**src/rtl/run_length_decoder.sv**
```systemverilog
`default_nettype none
// ============================================================================
// Module   : run_length_decoder
// Purpose  : Expands (code, run_length) pairs into a per-cycle stream of
//            codes. Each pair is accepted on a valid/ready handshake. Its code
//            is then emitted run_length times on a valid/ready output.
//            Consecutive runs follow each other with no bubble cycle.
// Ports    : clk, reset (async, active-high)
//            in_valid / in_ready / in_code / in_len  - compressed pair input
//            out_valid / out_ready / out_code / out_last - expanded stream
//            busy          - run in progress (same as out_valid)
//            clear         - sync clear of sym_count and zero_len_err
//            sym_count     - saturating count of symbols handed off
//            zero_len_err  - sticky flag: a zero-length pair was accepted
// Revision : 1.0 - initial release
// ============================================================================
module run_length_decoder #(
    parameter int CODE_W = 4,
    parameter int LEN_W  = 4,
    parameter int CNT_W  = 16
) (
    input  logic              clk,
    input  logic              reset,
    input  logic              in_valid,
    output logic              in_ready,
    input  logic [CODE_W-1:0] in_code,
    input  logic [LEN_W-1:0]  in_len,
    output logic              out_valid,
    input  logic              out_ready,
    output logic [CODE_W-1:0] out_code,
    output logic              out_last,
    output logic              busy,
    input  logic              clear,
    output logic [CNT_W-1:0]  sym_count,
    output logic              zero_len_err
);

    localparam logic [LEN_W-1:0] C_LEN_ONE  = LEN_W'(1);
    localparam logic [LEN_W-1:0] C_LEN_ZERO = '0;

    typedef enum logic [0:0] {
        ST_IDLE   = 1'b0,
        ST_EXPAND = 1'b1
    } state_t;

    state_t            state_q, state_d;
    logic [CODE_W-1:0] code_q,  code_d;
    logic              last_q,  last_d;
    logic [LEN_W-1:0]  rem_q,   rem_d;
    logic [CNT_W-1:0]  cnt_q,   cnt_d;
    logic              zerr_q,  zerr_d;

    logic              w_in_fire;
    logic              w_out_fire;
    logic              w_rem_is_one;
    logic              w_cnt_max;
    logic [LEN_W-1:0]  w_rem_dec;

    assign w_rem_is_one = (rem_q == C_LEN_ONE);
    assign w_rem_dec    = rem_q - C_LEN_ONE;
    assign w_cnt_max    = &cnt_q;

    // A new pair is taken when idle. It is also taken on the final symbol of
    // a run if that symbol is consumed this cycle, which gives bubble-free
    // chaining. This is the only combinational input-to-output path.
    assign in_ready   = (state_q == ST_IDLE) ||
                        ((state_q == ST_EXPAND) && w_rem_is_one && out_ready);
    assign w_in_fire  = in_valid && in_ready;
    assign w_out_fire = out_valid && out_ready;

    assign out_valid    = (state_q == ST_EXPAND);
    assign busy         = out_valid;
    assign out_code     = code_q;
    assign out_last     = last_q;
    assign sym_count    = cnt_q;
    assign zero_len_err = zerr_q;

    always_comb begin
        state_d = state_q;
        code_d  = code_q;
        last_d  = last_q;
        rem_d   = rem_q;
        cnt_d   = cnt_q;
        zerr_d  = zerr_q;

        // Advance the current run. When no new pair is loaded below, the
        // final symbol returns the decoder to IDLE.
        if (w_out_fire) begin
            if (!w_rem_is_one) begin
                rem_d  = w_rem_dec;
                last_d = (w_rem_dec == C_LEN_ONE);
            end else begin
                state_d = ST_IDLE;
                rem_d   = C_LEN_ZERO;
                last_d  = 1'b0;
            end
        end

        // In EXPAND, in_fire can only occur together with the final out_fire.
        // A non-empty pair therefore overrides the IDLE transition above.
        if (w_in_fire) begin
            if (in_len != C_LEN_ZERO) begin
                state_d = ST_EXPAND;
                code_d  = in_code;
                rem_d   = in_len;
                last_d  = (in_len == C_LEN_ONE);
            end else begin
                zerr_d  = 1'b1;
            end
        end

        if (clear) begin
            cnt_d  = '0;
            zerr_d = 1'b0;
        end else if (w_out_fire && !w_cnt_max) begin
            cnt_d  = cnt_q + CNT_W'(1);
        end
    end

    always_ff @(posedge clk or posedge reset) begin
        if (reset) begin
            state_q <= ST_IDLE;
            code_q  <= '0;
            last_q  <= 1'b0;
            rem_q   <= '0;
            cnt_q   <= '0;
            zerr_q  <= 1'b0;
        end else begin
            state_q <= state_d;
            code_q  <= code_d;
            last_q  <= last_d;
            rem_q   <= rem_d;
            cnt_q   <= cnt_d;
            zerr_q  <= zerr_d;
        end
    end

endmodule
`default_nettype wire

```
**config.mk**
```make
export PLATFORM = sky130hd
export DESIGN_NAME = run_length_decoder
export DESIGN_NICKNAME = d
export VERILOG_FILES = /design/src/rtl/run_length_decoder.sv
export SDC_FILE = /design/constraint.sdc
export NUM_CORES = 1
export LEC_CHECK = 0
export ABC_CLOCK_PERIOD_IN_PS = 2300
export CORE_UTILIZATION = 48
export DETAILED_ROUTE_END_ITERATION = 16
export PLACE_DENSITY = 0.79
export SYNTH_ARGS = -nofsm -noshare
export SYNTH_HDL_FRONTEND = slang
export SYNTH_SLANG_ARGS = --single-unit
```
**constraint.sdc**
```tcl
create_clock -name clk -period 2.3 [get_ports clk]
set_clock_uncertainty 0.15 [all_clocks]
set_input_delay 0.23 -clock clk [delete_from_list [all_inputs] [get_ports clk]]
set_output_delay 0.23 -clock clk [all_outputs]
set_load 0.02 [all_outputs]
```
After elaboration in Yosys (flattened, before gate mapping)
Index checks and enable logic that the tools add are counted.

Register bits: 27. Input bits: 13. Output and inout port bits: 25. Word-level logic and storage cells: 43.

Add/subtract/negate cells: 2. Equal/unequal tests: 4. Muxes and demuxes: 17. Bitwise operators: 1. Reductions and logical operators: 13.

Operator list (number): 16-bit two-way mux (2); 16-bit by 1-bit adder with 16-bit output, second input constant (1); 4-bit two-way mux (4); 16-bit AND reduction (1); 4-bit by 1-bit equality test with 1-bit output, second input constant (3); 1-bit two-way mux (11); 1-bit logical AND (5); 2-bit AND reduction (2); 2-bit nonzero test (2); 4-bit nonzero test (1); 4-bit by 1-bit subtractor with 4-bit output, second input constant (1); 2-bit != test, second input constant (1); 1-bit zero test (1); 1-bit logical OR (1); 1-bit inverter (1).

Logic depth before layout (Yosys ltp)
Gate-level depths: netlist of run 1.

Word-level depth: 7. Gate-level depth with buffers: 7. Mapped depth without buffers: 6.

Least setup slack after synthesis of run 1
Ideal clock, no wire load.

Path kind: register -> register. From: reg cnt_q[0] (netlist: sym_count[0]). To: reg cnt_q[14] (netlist: sym_count[14]). Setup time: 0.078 ns. Data arrival time: 1.941 ns. Required time: 2.072 ns. Path slack: 0.131 ns. Stages on the path, launching flop included: 6. Buffers on the path: 0. Clock period less this slack: 2.169 ns. Cell sequence: dfrtp_1 > ha_1 > nand4_1 > or4b_4 > or4_1 > a21oi_1.

Word-level cells in the longest chain between the ends: 4. Elaborated cells between the ends (all ways): 7. Those cells by class: add/sub: 1; mux: 2; reduce/logical: 4.

RTL lines: start: declaration (line 50) `logic [CNT_W-1:0] cnt_q, cnt_d;`; start signal: assignment (line 133) `cnt_q <= cnt_d;`; branches (longest 4 deep; another with 16-bit by 1-bit adder with 16-bit output).

Several ways; the timed one is not identified. The select of a mux whose other input is x is not followed. A chain may end at the register's enable or synchronous reset.

Worst setup path after layout of run 1
Ends and elaborated chain as after synthesis.

==> results of run 1 <==
[cells by family after synthesis]
family	count (synthesis)	share of synthesized area
AO/OA/AOI/OAI	45	0.190
buffers and inverters	12	0.0330
multiplexers	6	0.0448
AND/OR/NAND/NOR	57	0.241
flip-flops	27	0.457
adder cells (fa/ha/maj)	4	0.0338
[path summary, 6_finish.rpt]
kind                         startpoint             to  slack (ps)  cells after the start
max in group asynchronous         reset   sym_count[1]        1640                      3
hold reg to reg            zero_len_err   zero_len_err         380                      2
min in group clk             in_code[2]    out_code[2]         360                      2
setup / recovery           sym_count[0]  sym_count[14]         120                      5
hold / removal                    reset   sym_count[2]         100                      3
setup reg to reg           sym_count[0]  sym_count[14]         120                      5
[power groups by stage]
| stage | logic, mW | clock network, mW | registers, mW |
|---|---|---|---|
| 2_1_floorplan | 0.326 | 0 | 0.728 |
| 3_3_place_gp | 0.604 | 0 | 0.672 |
| 6_report | 0.624 | 0.206 | 0.673 |
| 4_1_cts | 0.623 | 0.215 | 0.672 |
| 3_5_place_dp | 0.622 | 0 | 0.680 |
| 5_1_grt | 0.678 | 0.229 | 0.690 |
[worst max-delay path, cell delays in order, from the launching register on]
cell     delay [ps]
dfrtp_1         460
ha_2            260
nand4_1         160
or4b_4          530
or4_1           400
a21oi_1         140
[sequential cells by signal (all words and copies together), names as in the netlist]
| signal | cells |
|---|---|
| sym_count | 16 |
| zero_len_err | 1 |
| busy | 1 |
| out_last | 1 |
| out_code | 4 |
| rem_q | 4 |
[routing by layer]
layer  GRT usage  share of wire  vias up
met1       0.298           0.45      723
met4      0.0627         0.0014        0
met3      0.0272          0.051        2
li1            -              -      662
met5           0              0        -
met2       0.377           0.49       45
[repair_timing]
| action | CTS | global route |
|---|---|---|
| setup endpoints to repair | 1 | 1 |
| gates resized for setup | 1 | 2 |
| setup buffers | 0 | 0 |
| hold buffers | 0 | 0 |
[cells in the final DEF (no fill, tap or decap), drive strengths merged, types with 7 or more instances in the layout]
| cell | count |
|---|---|
| a21oi | 18 |
| clkdlybuf4s50 | 36 |
| dfrtp | 27 |
| nand2 | 8 |
| nand3 | 7 |
| o21ai | 8 |
| o31ai | 9 |
| or3 | 7 |
| or4 | 8 |
[metrics by stage]
step / cell area (um2) / power (mW) / util
floorplan: 1480 / 1.05 / -
global placement: 1910 / 1.28 / 0.674
detailed placement: 1910 / 1.30 / 0.674
CTS: 1930 / 1.51 / 0.683
global route: 1940 / 1.60 / 0.685
finish: 1940 / 1.50 / 0.685
[layout make-up]
type	instances	area [um2]
Fill cell	240	892
Clock inverter	1	5.00
Timing Repair Buffer	43	414
Sequential cell	27	677
Clock buffer	3	22.5
Inverter	6	22.5
Tap cell	31	38.8
Multi-Input combinational cell	112	757
==> impl_summary.txt, run 1 <==
----------------------------------------------------
[Die]
  Full die area ... 3310 um2
  FP Rows ... 19
  Initial Utilization ... 0.523
  Die height ... 57.5 um
  IO Count ... 38
  Core Area ... 2830 um2
  Die outline width ... 57.5 um

[Worst setup path]
  Worst endpoint required time ... 2410 ps
  Data arrival time of the worst path ... 2290 ps
  Startpoint Class ... flop
  Worst setup path category ... flop to flop
  Worst-path fanout max ... 7
  Type of element capturing the critical path ... flop

[Clock network]
  # H-tree levels ... 1
  Clock tree from TritonCTS ... done
  Insertion delay to the later sink of the worst-skew pair ... 320 ps
  Root Buffer ... clkbuf_4
  Number of clock sinks ... 27
  Post-CTS clock slew at the launch and capture registers of the worst setup and hold paths ... 150 ps
  CTS Buffer Depth ... 2
  Number of buffers inserted during clock tree synthesis ... 3

[Synth]
  Mapped Avg Cell Area ... 9.79 um2
  Post-synth net total ... 168
  Total number of yosys warnings ... 0
  Cell types with the highest counts after synthesis ... dfrtp_1, a21oi_1, o31ai_1
  Sequential area share after synthesis ... 0.457
  Library cell with the highest instance count after synthesis ... dfrtp_1
  Ranking of synthesized cells by area ... dfrtp_1, a21oi_1, o31ai_1
  Flops & latches, synth ... 27
  Cell type with the highest aggregate area in the netlist ... dfrtp_1
  Unique cell type count in the Yosys netlist ... 37
  Commonest register cell after synthesis ... dfrtp_1
  Share of flip-flops with an asynchronous set or reset after synthesis ... 1.00
  Gate count after technology mapping ... 151
  Area fraction of the dominant cell type after synthesis ... 0.457
  Cell area after synthesis ... 1480 um2
  Count of flip-flops with a built-in enable after synthesis ... 0

[Routing]
  Total via count in the routed design ... 1432
  Initial DRC count ... 68
  Total Wirelength ... 3.46 mm
  Routed wirelength normalized by instance count ... 15.5 um
  Number of design rule violations left after detail routing ... 3
  Number of nets with antenna violations after detailed routing ... 0
  Iteration count of the initial detailed-routing pass ... 10
  Via-per-instance ratio ... 6.42

[Power]
  Internal Power ... 948 uW
  Power Dens Cells ... 776 nW/um2
  Flop pwr share ... 0.448
  Share of total power in the clock network ... 0.137
  Portion of total power attributed to combinational logic ... 0.415
  Power dissipated by switching net loads ... 555 uW
  Leakage dissipation ... 0.755 nW
  Switching power share of the total ... 0.369
  VDD IR max ... 683 uV

[Placement]
  GP Congestion ... 0.900
  Detailed placer's ending HPWL ... 2.60 mm
  Cell count after placement ... 219
  Setup slack at placement ... 82.1 ps
  IO Port Bufs ... 37

[STA]
  Final worst path period share ... 0.948
  Final Hold Fails ... 0
  Final max-slew violation count ... 0
  Final setup margin ... 121 ps
  Final-report setup violation count ... 0
  Minimum hold slack ... 95.1 ps
  Max-slew headroom at the worst pin ... 0.757
  Total Neg Setup Slack ... 0 ps
  Unrepaired setup endpoints after global routing ... false
  Actual transition at the worst max-transition pin ... 364 ps
  Time the final worst path needs with I/O delays and setup ... 2180 ps
  Fmax ... 0.459 GHz

[Status]
  Failing checks ... design-rule violations
  Outcome ... finished, violations left

[Run]
  Number of maximum-capacitance constraint violations ... 0

[Cells and area]
  Area growth from synthesis to layout ... 31.0%
  Layout cell share with drive strength beyond 1 ... 0.104
  Final non-filler cell total ... 223
  Ant. Diodes ... 0
  Layout net count ... 210

[GRT]
  Global route overflow ... 0
  GRT Total Usage ... 0.222
  Vias in the first global route ... 1339
  Pin count of the biggest net entering global routing ... 28
  Global-route wire length before repair ... 5.79 mm
  Antenna violations before repair ... 0

[Min path]
  Class of the most critical hold timing path ... primary input to async pin

----------------------------------------------------
Note: power is estimated with default switching activity, not from simulation.
==> run 2: changes to the inputs <==
--- a/config.mk
+++ b/config.mk
@@ -6,9 +6,12 @@
 export NUM_CORES = 1
 export LEC_CHECK = 0
 export ABC_CLOCK_PERIOD_IN_PS = 2300
-export CORE_UTILIZATION = 48
+export CORE_UTILIZATION = 56
+export CTS_CLUSTER_DIAMETER = 30
 export DETAILED_ROUTE_END_ITERATION = 16
-export PLACE_DENSITY = 0.79
+export DONT_BUFFER_PORTS = 1
+export GPL_ROUTABILITY_DRIVEN = 0
+export PLACE_DENSITY = 0.71
 export SYNTH_ARGS = -nofsm -noshare
 export SYNTH_HDL_FRONTEND = slang
 export SYNTH_SLANG_ARGS = --single-unit
==> impl_summary.txt, run 2 (synthesized netlist as in run 1, its figures left out) <==
----------------------------------------------------
[Run]
  Number of maximum-capacitance constraint violations ... 0

[Cells and area]
  Max FFs per register ... 16
  Area growth from synthesis to layout ... 21.1%
  Most frequent standard cell in the layout excluding fill and tap cells ... dfrtp_1
  Layout net count ... 199
  Layout cell share with drive strength beyond 1 ... 0.177
  Commonest cells after routing, fill and taps aside ... dfrtp_1, buf_4, a21oi_1

[GRT]
  GRT met2 Usage ... 0.483
  Antenna violations before repair ... 1
  GRT met3 Usage ... 0.0718
  Routing usage on met1 ... 0.364
  Vias in the first global route ... 1273
  Global-route wire length before repair ... 5.85 mm
  Highest-utilization routing layer at the global route stage ... met2
  Pin count of the biggest net entering global routing ... 28
  Global route overflow ... 0
  GRT Total Usage ... 0.289

[Die]
  Full die area ... 2850 um2
  Die height ... 53.4 um
  IO Count ... 38
  Die outline width ... 53.4 um
  Initial Utilization ... 0.597
  FP Rows ... 18
  Core Area ... 2480 um2

[Routing]
  Initial DRC count ... 38
  Routed wirelength normalized by instance count ... 17.3 um
  Total Wirelength ... 3.66 mm
  Number of design rule violations left after detail routing ... 0
  Iteration count of the initial detailed-routing pass ... 4
  Via-per-instance ratio ... 6.25
  Number of nets with antenna violations after detailed routing ... 0
  Total via count in the routed design ... 1326

[Clock network]
  Post-CTS clock slew at the launch and capture registers of the worst setup and hold paths ... 160 ps
  Number of clock sinks ... 27
  Insertion delay to the later sink of the worst-skew pair ... 330 ps
  CTS Buffer Depth ... 2
  # H-tree levels ... 1
  Number of buffers added for setup after CTS ... 0
  Root Buffer ... clkbuf_4
  Count of hold buffers inserted by post-cts repair ... 12
  Clock tree from TritonCTS ... done
  Number of resized instances in the post-cts repair step ... 0
  Number of buffers inserted during clock tree synthesis ... 3

[STA]
  Max-slew headroom at the worst pin ... 0.551
  Final Hold Fails ... 0
  Final max-slew violation count ... 0
  Fmax ... 0.476 GHz
  Actual transition at the worst max-transition pin ... 672 ps
  Total Neg Setup Slack ... 0 ps
  Time the final worst path needs with I/O delays and setup ... 2100 ps
  Unrepaired setup endpoints after global routing ... false
  Final-report setup violation count ... 0
  Final worst path period share ... 0.912

[Power]
  Leakage dissipation ... 0.749 nW
  Flop pwr share ... 0.512
  Power dissipated by switching net loads ... 547 uW
  VDD IR max ... 686 uV
  Portion of total power attributed to combinational logic ... 0.335
  Overall power consumption ... 1.39 mW
  Switching power share of the total ... 0.392
  Power Dens Cells ... 778 nW/um2
  Share of total power in the clock network ... 0.153
  Internal Power ... 847 uW

[Placement]
  Detailed placer's ending HPWL ... 2.47 mm
  IO Port Bufs ... 0

[Worst setup path]
  R2R Path Start ... sym_count[0]
  Worst endpoint required time ... 2400 ps
  Worst setup path category ... flop to flop
  First element of the critical path ... sym_count[0]
  End point of the critical path ... sym_count[14]
  Worst-path fanout max ... 5
  Worst reg-to-reg path cell count ... 5
  Type of element capturing the critical path ... flop
  Startpoint Class ... flop
  Data arrival time of the worst path ... 2200 ps
  Worst-case register-to-register setup slack ... 200 ps
  Crit Reg-Reg Endpoint ... sym_count[14]

[Status]
  Outcome ... finished clean

[Min path]
  Class of the most critical hold timing path ... primary input to flop

----------------------------------------------------
## run 2: changes by cell type in the layout (fill, tap and decap cells not counted), sizes merged
cell           before  now
dlygate4sd3         0   12
buf                 6   20
clkdlybuf4s50      36    0
diode               0    1
dlygate4sd2         1    0
## run 2: through the flow
stage / hold WS (ps) / cells / util / setup WS [ps] / instance area [um2]
detailed placement: 53.0 / 195 / 0.662 / 257 / 1640
CTS: 51.2 / 211 / 0.722 / 205 / 1790
global placement: 45.1 / 195 / 0.662 / 321 / 1640
global route: 71.9 / 212 / 0.723 / 50.0 / 1790
finish: 68.2 / 212 / 0.723 / 201 / 1790
floorplan: 133 / 151 / - / 131 / 1480
## run 2: worst min path at each step
stage          startpoint  cells after the start  slack, ps            to
6_report        out_ready                      3         70      rem_q[2]
5_1_grt         out_ready                      3         70      rem_q[2]
4_1_cts         out_ready                      3         50  sym_count[0]
3_5_place_dp        reset                      2         50   out_code[1]
3_3_place_gp        reset                      2         50   out_code[1]
2_1_floorplan       reset                      1        130          busy
## run 2: critical path: stages (launching register included)
cell     delay, ps
dfrtp_1        390
ha_1           250
nand4_1        160
or4b_4         520
or4_1          400
a21oi_1        150
## run 2: layout make-up
type | count | area, um2
Antenna cell | 1 | 2.50
Clock buffer | 3 | 22.5
Clock inverter | 1 | 5.00
Fill cell | 194 | 687
Inverter | 6 | 22.5
Multi-Input combinational cell | 112 | 754
Sequential cell | 27 | 676
Tap cell | 30 | 37.5
Timing Repair Buffer | 32 | 270
## run 2: layer usage
metal  up-vias  routed length [um]  share of wire
li1        645                   -              -
met1       634                1570           0.43
met2        45                1840           0.50
met3         2                 226          0.062
met4         0                  29         0.0079
met5         -                   0              0
## run 2: power by group through the flow
stage | clock [mW] | sequential [mW] | combinational [mW]
floorplan | 0 | 0.728 | 0.326
global placement | 0 | 0.714 | 0.423
detailed placement | 0 | 0.720 | 0.438
CTS | 0.220 | 0.710 | 0.462
global route | 0.234 | 0.730 | 0.525
finish | 0.214 | 0.713 | 0.467
==> run 3: changes to the inputs <==
--- a/config.mk
+++ b/config.mk
@@ -5,13 +5,15 @@
 export SDC_FILE = /design/constraint.sdc
 export NUM_CORES = 1
 export LEC_CHECK = 0
-export ABC_CLOCK_PERIOD_IN_PS = 2300
+export ABC_CLOCK_PERIOD_IN_PS = 1880
+export CORE_MARGIN = 3
 export CORE_UTILIZATION = 56
 export CTS_CLUSTER_DIAMETER = 30
 export DETAILED_ROUTE_END_ITERATION = 16
 export DONT_BUFFER_PORTS = 1
 export GPL_ROUTABILITY_DRIVEN = 0
-export PLACE_DENSITY = 0.71
+export PLACE_DENSITY = 0.74
+export SKIP_LAST_GASP = 1
 export SYNTH_ARGS = -nofsm -noshare
 export SYNTH_HDL_FRONTEND = slang
 export SYNTH_SLANG_ARGS = --single-unit
==> constraint.sdc (replaced) <==
create_clock -name clk -period 1.88 [get_ports clk]
set_clock_uncertainty 0.15 [all_clocks]
set_input_delay 0.188 -clock clk [delete_from_list [all_inputs] [get_ports clk]]
set_output_delay 0.188 -clock clk [all_outputs]
set_load 0.02 [all_outputs]
==> impl_summary.txt, run 3 (synthesized netlist as in run 1, its figures left out) <==
----------------------------------------------------
[Status]
  Outcome ... finished, violations left
  Failing checks ... negative hold slack, negative setup slack

[Power]
  Portion of total power attributed to combinational logic ... 0.395
  Internal Power ... 1.13 mW
  Power dissipated by switching net loads ... 759 uW
  Switching power share of the total ... 0.403
  Power Dens Cells ... 913 nW/um2
  Overall power consumption ... 1.88 mW
  VDD IR max ... 1390 uV
  Leakage dissipation ... 0.853 nW
  Share of total power in the clock network ... 0.144
  Flop pwr share ... 0.461

[Routing]
  Via-per-instance ratio ... 6.96
  Total via count in the routed design ... 1574
  Number of nets with antenna violations after detailed routing ... 0
  Total Wirelength ... 4.80 mm
  Number of design rule violations left after detail routing ... 0
  Iteration count of the initial detailed-routing pass ... 5
  Initial DRC count ... 120
  Routed wirelength normalized by instance count ... 21.2 um

[Worst setup path]
  Worst setup path category ... flop to flop
  Startpoint Class ... flop
  Data arrival time of the worst path ... 2150 ps
  Worst endpoint required time ... 2010 ps
  Type of element capturing the critical path ... flop
  Worst reg-to-reg path cell count ... 5
  Worst-path fanout max ... 4

[Cells and area]
  Fill cell count ... 112
  Layout cell share with drive strength beyond 1 ... 0.369
  Max FFs per register ... 16
  Final non-filler cell total ... 226
  Most frequent standard cell in the layout excluding fill and tap cells ... buf_4
  Final Instance Area ... 2060 um2
  Post-route core utilization ... 0.874
  Layout net count ... 216
  Ant. Diodes ... 0
  Commonest cells after routing, fill and taps aside ... buf_4, dfrtp_1, dlygate4sd3_1
  Area growth from synthesis to layout ... 39.6%

[GRT]
  Vias in the first global route ... 1472
  GRT Total Usage ... 0.271
  Antenna violations before repair ... 0
  Pin count of the biggest net entering global routing ... 19
  Global route overflow ... 0
  Global-route wire length before repair ... 6.93 mm

[STA]
  Actual transition at the worst max-transition pin ... 574 ps
  Final-report setup violation count ... 10
  Total Neg Setup Slack ... -584 ps
  Final setup margin ... -138 ps
  Fmax ... 0.495 GHz
  Final Hold Fails ... 16
  Unrepaired setup endpoints after global routing ... true
  Final max-slew violation count ... 0
  Final worst path period share ... 1.07
  Minimum hold slack ... -274 ps
  Time the final worst path needs with I/O delays and setup ... 2020 ps
  Max-slew headroom at the worst pin ... 0.614

[Clock network]
  Number of clock sinks ... 27
  Count of hold buffers inserted by post-cts repair ... 12
  Post-CTS clock slew at the launch and capture registers of the worst setup and hold paths ... 160 ps
  Number of buffers inserted during clock tree synthesis ... 3
  Root Buffer ... clkbuf_4
  Clock tree from TritonCTS ... done
  # H-tree levels ... 1
  CTS Buffer Depth ... 2
  Insertion delay to the later sink of the worst-skew pair ... 340 ps

[Run]
  Number of maximum-capacitance constraint violations ... 0

[Placement]
  Detailed placer's ending HPWL ... 2.82 mm
  IO Port Bufs ... 0
  Instance area at placement ... 1750 um2
  Cell count after placement ... 206
  Setup slack at placement ... -74.1 ps

[Die]
  Die outline width ... 57.4 um
  Die height ... 57.4 um
  Initial Utilization ... 0.626
  FP Rows ... 17
  Core Area ... 2360 um2
  IO Count ... 38
  Full die area ... 3290 um2

[Min path]
  Hold path cells ... 1
  Class of the most critical hold timing path ... primary input to flop

----------------------------------------------------
## run 3: critical path, cell delays in order, from the launching register on
cell and delay, ps:
dfrtp_2 420, ha_4 140, nand4_1 150, or4b_4 540, or4_4 430, a21oi_2 130
## run 3: path summary, 6_finish.rpt
check	startpoint	end	slack, ps
worst max-delay path	sym_count[1]	sym_count[14]	-140
worst min-delay path	clear	sym_count[12]	-270
worst max register to register	sym_count[1]	sym_count[14]	-140
worst min register to register	out_code[2]	out_code[2]	550
max in group asynchronous	reset	sym_count[0]	850
min in group asynchronous	reset	out_code[0]	130
## run 3: final cells by class
type,count,area (um2),share of cell area
clock inverters,1,7.51,0.00364
multi-input cells,112,897,0.435
inverters,6,22.5,0.0109
well taps,28,35.0,0.0170
clock buffers,3,22.5,0.0109
flip-flops and latches,27,678,0.328
repair buffers,49,402,0.195
## run 3: power by group through the flow
stage | logic, mW | clock network [mW] | registers (mW)
final | 0.744 | 0.272 | 0.868
after global placement | 0.586 | 0 | 0.857
after CTS | 0.663 | 0.271 | 0.857
after detailed placement | 0.619 | 0 | 0.864
after floorplan | 0.404 | 0 | 0.897
after global routing | 0.801 | 0.292 | 0.885
## run 3: metal layers
layer,vias up,track usage,share of wire
li1,672,-,-
met4,0,0.0828,0.043
met3,29,0.0724,0.078
met5,-,0,0
met1,768,0.323,0.38
met2,105,0.473,0.49
## run 3: what timing repair did
action	4_1_cts	5_1_grt
endpoints found under the hold margin	37	16
resized for setup	9	17
setup buffers	4	0
pin swaps	8	5
endpoints found under the setup margin	10	17
